$ cat src/rtl/trng_postproc.sv
// trng_postproc: sample raw entropy, von Neumann correct, pack into bytes on valid/ready
// Ports:
//   clk, rst_n          clock, asynchronous active-low reset
//   ena                 block enable; low clears sampling/correction/packing state
//   raw_bit             asynchronous raw entropy bit
//   out_ready           consumer accepts the presented byte this cycle
//   out_data, out_valid corrected byte and its valid flag
//   health_fail         sticky stuck-source flag (repetition-count test)
// Build option: define TRNG_HEALTH_EN to include the repetition-count health test;
// without it health_fail is tied low.
module trng_postproc #(
    parameter int SAMPLE_DIV = 4,
    parameter int REP_LIMIT  = 32
) (
    input  logic       clk,
    input  logic       rst_n,
    input  logic       ena,
    input  logic       raw_bit,
    input  logic       out_ready,
    output logic [7:0] out_data,
    output logic       out_valid,
    output logic       health_fail
);
    localparam int DW = SAMPLE_DIV > 1 ? $clog2(SAMPLE_DIV) : 1;
    typedef enum logic {IDLE, PAIR} vn_state_e;
    logic          sync1_q, sync2_q;
    logic [DW-1:0] div_q, div_d;
    vn_state_e     state_q, state_d;
    logic          first_q, first_d;
    logic [7:0]    sh_q, sh_d;
    logic [3:0]    cnt_q, cnt_d;
    logic [7:0]    data_q, data_d;
    logic          valid_q, valid_d;
    logic          fail_q, fail_d;
    logic          tick, emit, load;
    assign tick = ena && (div_q == DW'(SAMPLE_DIV - 1));
    assign div_d = (!ena || tick) ? '0 : div_q + DW'(1);
    // The emitted bit is the first sample of a differing pair.
    always_comb begin
        state_d = state_q;
        first_d = first_q;
        emit = 1'b0;
        if (!ena) begin
            state_d = IDLE;
            first_d = 1'b0;
        end else if (tick) begin
            if (state_q == IDLE) begin
                first_d = sync2_q;
                state_d = PAIR;
            end else begin
                emit = first_q != sync2_q;
                state_d = IDLE;
            end
        end
    end
    // A full packer waits for the output register; bits arriving meanwhile are dropped.
    assign load = ena && cnt_q == 4'd8 && (!valid_q || out_ready) && !fail_d;
    always_comb begin
        sh_d = sh_q;
        cnt_d = cnt_q;
        if (!ena) begin
            sh_d = '0;
            cnt_d = '0;
        end else if (load) begin
            cnt_d = '0;
        end else if (emit && cnt_q != 4'd8) begin
            sh_d = {sh_q[6:0], first_q};
            cnt_d = cnt_q + 4'd1;
        end
    end
    assign data_d = load ? sh_q : data_q;
    assign valid_d = fail_d ? 1'b0 : load ? 1'b1 : (valid_q && out_ready) ? 1'b0 : valid_q;
`ifdef TRNG_HEALTH_EN
    localparam int RW = $clog2(REP_LIMIT + 1);
    logic [RW-1:0] rc_q, rc_d;
    logic          last_q, last_d;
    // rc_q==0 means no previous sample, so the next one starts a fresh run.
    always_comb begin
        rc_d = rc_q;
        last_d = last_q;
        fail_d = fail_q;
        if (!ena) begin
            rc_d = '0;
        end else if (tick) begin
            last_d = sync2_q;
            rc_d = (rc_q != '0 && sync2_q == last_q) ?
                   (rc_q == RW'(REP_LIMIT) ? rc_q : rc_q + RW'(1)) : RW'(1);
            if (rc_d == RW'(REP_LIMIT)) fail_d = 1'b1;
        end
    end
    always_ff @(posedge clk or negedge rst_n) begin
        if (!rst_n) begin
            rc_q <= '0;
            last_q <= 1'b0;
        end else begin
            rc_q <= rc_d;
            last_q <= last_d;
        end
    end
`else
    assign fail_d = 1'b0;
`endif
    always_ff @(posedge clk or negedge rst_n) begin
        if (!rst_n) begin
            sync1_q <= 1'b0;
            sync2_q <= 1'b0;
            div_q <= '0;
            state_q <= IDLE;
            first_q <= 1'b0;
            sh_q <= '0;
            cnt_q <= '0;
            data_q <= '0;
            valid_q <= 1'b0;
            fail_q <= 1'b0;
        end else begin
            sync1_q <= raw_bit;
            sync2_q <= sync1_q;
            div_q <= div_d;
            state_q <= state_d;
            first_q <= first_d;
            sh_q <= sh_d;
            cnt_q <= cnt_d;
            data_q <= data_d;
            valid_q <= valid_d;
            fail_q <= fail_d;
        end
    end
    assign out_data = data_q;
    assign out_valid = valid_q;
    assign health_fail = fail_q;
endmodule

$ cat config.mk
export PLATFORM = sky130hd
export DESIGN_NAME = trng_postproc
export DESIGN_NICKNAME = d
export VERILOG_FILES = /design/src/rtl/trng_postproc.sv
export SDC_FILE = /design/constraint.sdc
export NUM_CORES = 1
export LEC_CHECK = 0
export ABC_AREA = 1
export BUFFER_PORTS_ARGS = -buffer_cell sky130_fd_sc_hd__buf_2
export CORE_MARGIN = 2
export CORE_UTILIZATION = 55
export DETAILED_ROUTE_END_ITERATION = 8
export PLACE_DENSITY = 0.75
export RECOVER_POWER = 100
export SETUP_SLACK_MARGIN = 0.2
export SLEW_MARGIN = 15
export SYNTH_ARGS = -nofsm -noshare
export SYNTH_HDL_FRONTEND = slang
export SYNTH_SLANG_ARGS = --single-unit
$ cat constraint.sdc
create_clock -name clk -period 1.7 [get_ports clk]
set_input_delay 0.17 -clock clk [delete_from_list [all_inputs] [get_ports clk]]
set_output_delay 0.17 -clock clk [all_outputs]
set_load 0.01 [all_outputs]
## Word-level counts from Yosys, hierarchy flattened

Index checks and enable logic that the tools add are counted.

| storage, ports and cells | value |
|---|---|
| register bits | 27 |
| input bits | 5 |
| output and inout bits | 10 |
| word-level logic and storage cells | 50 |

| cells by class | value |
|---|---|
| $add $sub $neg | 2 |
| equal/unequal tests | 9 |
| muxes and demuxes | 18 |
| reductions and logical operators | 12 |

Operators with widths:

| cell | number |
|---|---|
| $mux W8 | 3 |
| $mux W4 | 3 |
| $mux W1 | 11 |
| $logic_and A1 B1 Y1 | 5 |
| $add A4 B1 Y4 const B | 1 |
| $eq A4 B4 Y1 const B | 1 |
| $ne A2 B1 Y1 const B | 2 |
| $ne A2 B2 Y1 const B | 2 |
| $ne A4 B4 Y1 const B | 1 |
| $reduce_and A2 Y1 | 2 |
| $ne A3 B1 Y1 const B | 1 |
| $add A2 B1 Y2 const B | 1 |
| $eq A2 B2 Y1 const B | 1 |
| $logic_not A1 Y1 | 2 |
| $logic_or A1 B1 Y1 | 2 |
| $mux W2 | 1 |
| $reduce_bool A2 Y1 | 1 |
| $ne A1 B1 Y1 | 1 |

## Longest topological paths before layout

| depth | value |
|---|---|
| depth after elaboration | 8 |
| depth in mapped cells | 8 |
| depth with buffers taken out | 8 |

## Worst setup path after synthesis

Ideal clock, no wire load.

| timing | value |
|---|---|
| path type | reg-to-reg |
| from | register cnt_q[0] |
| to | register cnt_q[2] |
| library setup time | 66 ps |
| arrival | 1152 ps |
| required time | 1634 ps |
| slack | 482 ps |
| cell stages (with the launch flop) | 8 |
| buffers on the path | 0 |
| clock period less this slack | 1218 ps |
| cell sequence | dfrtp_1 inv_1 ha_1 nand2_1 nor2_4 a21oi_1 nand3_1 nand2_1 |

| between the ends | value |
|---|---|
| longest elaborated chain between the ends | 5 |
| elaborated cells between the ends (all ways) | 10 |
| classes of those cells | add/sub: 1; eq/ne: 3; mux: 3; reduce/logical: 3 |

RTL lines:

| item | RTL line | text |
|---|---|---|
| from (decl) | 31 | `logic [3:0] cnt_q, cnt_d;` |
| from (signal assigned) | 122 | `cnt_q <= cnt_d;` |
| branches (longest 5 deep; another with $add A4 B1 Y4) | - |  |

Parallel ways; which one is timed is not known. The select of a mux whose other input is x is not followed.
A chain may end at the register's enable or synchronous reset.

## Worst setup path in the final report

| timing | value |
|---|---|
| from | register cnt_q[0] |
| to | register data_q[6], in the netlist out_data[6] |

| between the ends | value |
|---|---|
| longest elaborated chain between the ends | 3 |

RTL lines:

| item | RTL line | text |
|---|---|---|
| $eq A4 B4 Y1 | 57 | `assign load = ena && cnt_q == 4'd8 && (!valid_q \|\| out_ready) && !fail_d;` |
| $logic_and A1 B1 Y1 (2 in series) | 57 |  |
| to (signal assigned) | 123 | `data_q <= data_d;` |
| to (decl) | 32 | `logic [7:0] data_q, data_d;` |

No other way between the ends.

==> impl_metrics.yaml <==
clocking:
  cts_tree: "built"
  cts_max_path_buffers: 2
  clk_pin_slew_ps: 150
  clockRootBuffer: "clkbuf_4"
  ctsHtreeMaxLevel: 1
  cts_buffers: 3
  clock_latency_ps: 320
  cts.sinks: 27
layout:
  antennaDiodeCount: 0
  drive_above_1_share: 0.147
  syn_to_final_growth_pct: 12.0
  nets: 165
  fin_area_mm2: 0.00136
  fin_util: 0.635
  finalNonFillerCells: 184
floorplan:
  fp.dieH_um: 51.0
  start_util: 0.567
  dieWidth_um: 51.0
  std_cell_rows: 17
  die_area_mm2: 0.00261
  num_io_pins: 15
  coreArea_mm2: 0.00215
worst_setup_path:
  crit_path_start_kind: "flip-flop"
  cp-end-kind: "flip-flop"
  critPathMaxStageDelay_ps: 450
  path_common_cell: "nand2_2"
  cp_cell_sequence: "inv_1 -> ha_1 -> nand2_2 -> nor2_4 -> nand3_2 -> inv_8 -> nand2_1 -> nand2_2"
  required_ps: 1980
  worstSetupPathType: "reg -> reg"
  crit_path_max_fanout: 8
  cp.arrival_ps: 1800
  cp_slowest_cell: "dfrtp_1"
drt:
  vias: 920
  drtIter0Drc: 14
  wirelength_mm: 2.14
  dr.pass1.iters: 4
  wl_met2_mm: 1.06
  wirelength_met1_um: 997
  route.met3.wl_um: 66
  top_layer: "met4"
  via_per_inst: 5.00
  wl_per_cell_um: 11.6
  ant_nets: 0
  drc: 0
power_and_ir_drop:
  ir_drop_mv: 0.445
  clkPwrFrac: 0.271
  p_per_area_mw_per_mm2: 741
  pwr-share-comb: 0.070
  power.internal_uw: 771
  p_leak_uw: 0.000755
  switching_share: 0.238
  switchingPower_uw: 240
  sequentialPowerShare: 0.659
global_routing:
  gr-total-overflow: 0
  grt_pass1_vias: 827
  grt_max_degree: 28
  grt_antenna_before_repair: 0
  grt_pass1_wl_mm: 3.55
  track_usage: 0.185
synthesis:
  synth_commonest_cells: "64 x nand2_1, 27 x dfrtp_1, 10 x inv_1"
  synth_most_common_cell: "nand2_1"
  synth_top_cell_by_area: "dfrtp_1"
  syn_nets: 145
  yosysSeqAreaShare: 0.555
  synth_cell_types: 21
  synth-main-ff-cell: "dfrtp_1"
  syn_inst: 137
  synthTopCellsByArea: "dfrtp_1 55%, nand2_1 20%, nand3_1 3.3%, ha_1 3.1%, inv_1 3.1%"
  syn_avg_cell_area_um2: 8.89
  postSynth.asyncResetShare: 1.00
  ys_warn_count: 0
  yosys_register_bits: 27
  synth_edf_count: 0
  yosysTopAreaCellShare: 0.555
  syn-cell-area_mm2: 0.00122
sta:
  slew-limit-headroom: 0.569
  grt_setup_unrepaired: "yes"
  hold_violations: 0
  max_freq_mhz: 655
  drv_slew: 0
  min_period_over_period: 0.898
  period_needed_ps: 1530
  tightestPinTransition_ps: 647
  finalSetupViolCount: 0
  worst_slack_ps: 174
  finalClockSkew_ps: 14.0
  setup_tns_ps: 0
placed_design:
  place_inst: 176
  portBuffers: 13
  gp_congestion: 0.775
  dpl.hpwl_mm: 1.47
  dpl-instance-area_mm2: 0.00130
  pre_cts_ws_ps: 276
run:
  maxCapViolations: 0
run_status:
  status: "finished, final reports clean"
hold_path:
  hold_class: "in -> reg"
sequential cells by signal, indices dropped and copies added (netlist names):
register   cells
out_data       8
sync1_q        1
cnt_q          4
out_valid      1
sh_q           8
div_q          2
sync2_q        1
state_q        1
first_q        1
power groups by stage:
| stage | Sequential (uW) | Clock [uW] | Combinational (uW) |
|---|---|---|---|
| 2_1_floorplan | 676 | 0 | 42.7 |
| 3_3_place_gp | 677 | 0 | 60.7 |
| 3_5_place_dp | 678 | 0 | 64.1 |
| 4_1_cts | 666 | 281 | 67.7 |
| 5_1_grt | 668 | 308 | 83.2 |
| 6_report | 666 | 274 | 71.1 |
per-layer routing:
metal,up-vias,GRT usage
li1,459,-
met1,444,0.251
met2,15,0.303
met3,2,0.0175
met4,0,0.0811
met5,-,0
worst paths after layout:
kind                                    end  cells after the start  startpoint  slack [ps]
worst max-delay path            out_data[6]                      8    cnt_q[0]         170
worst min-delay path              out_valid                      4   out_ready         220
worst max register to register  out_data[6]                      8    cnt_q[0]         170
worst min register to register      sync2_q                      0     sync1_q         360
max in group asynchronous          cnt_q[3]                      2       rst_n         890
min in group asynchronous           sh_q[2]                      2       rst_n         390
metrics by stage:
step / power, uW / hold slack (ps)
CTS: 1010 / 186
global placement: 737 / 205
global route: 1060 / 229
detailed placement: 742 / 203
floorplan: 719 / -126
finish: 1010 / 221
cells in the final DEF, fill, tap and decap left out, types with 4 or more instances in the layout:
cell type and instances:
clkbuf_1 9, nand3_2 4, nand3_1 8, inv_1 10
nand2_1 62, nor2_1 6, dfrtp_1 27
critical path, delay by kind of cell (launching register included):
family	cells	cell delay (ps)
AND/OR/NAND/NOR	5	620
flip-flops	1	450
buffers and inverters	2	240
adder cells (fa/ha/maj)	1	180
cell families after synthesis:
family | count (synthesis) | share of synthesized area
AOI/OAI and AO/OA | 3 | 0.0134
buffers and inverters | 14 | 0.0576
xor gates and xnor gates | 1 | 0.00720
adders and majority gates | 3 | 0.0308
and+or+nand+nor | 88 | 0.333
DFF | 27 | 0.555
other | 1 | 0.00308
repair_timing:
action | in CTS | in global routing
hold endpoints to repair | 28 | 0
endpoints found under the setup margin | 0 | 9
setup buffers | 0 | 1
resized for setup | 0 | 11
hold buffers | 2 | 0
area by class of cell:
class	count	area [um2]
Clock buffer	3	22.5
Clock inverter	1	7.51
Fill cell	201	785
Inverter	12	57.6
Multi-Input combinational cell	97	484
Sequential cell	27	676
Tap cell	28	35.0
Timing Repair Buffer	16	81.3
No activity file was read; power rests on OpenSTA's default activity.
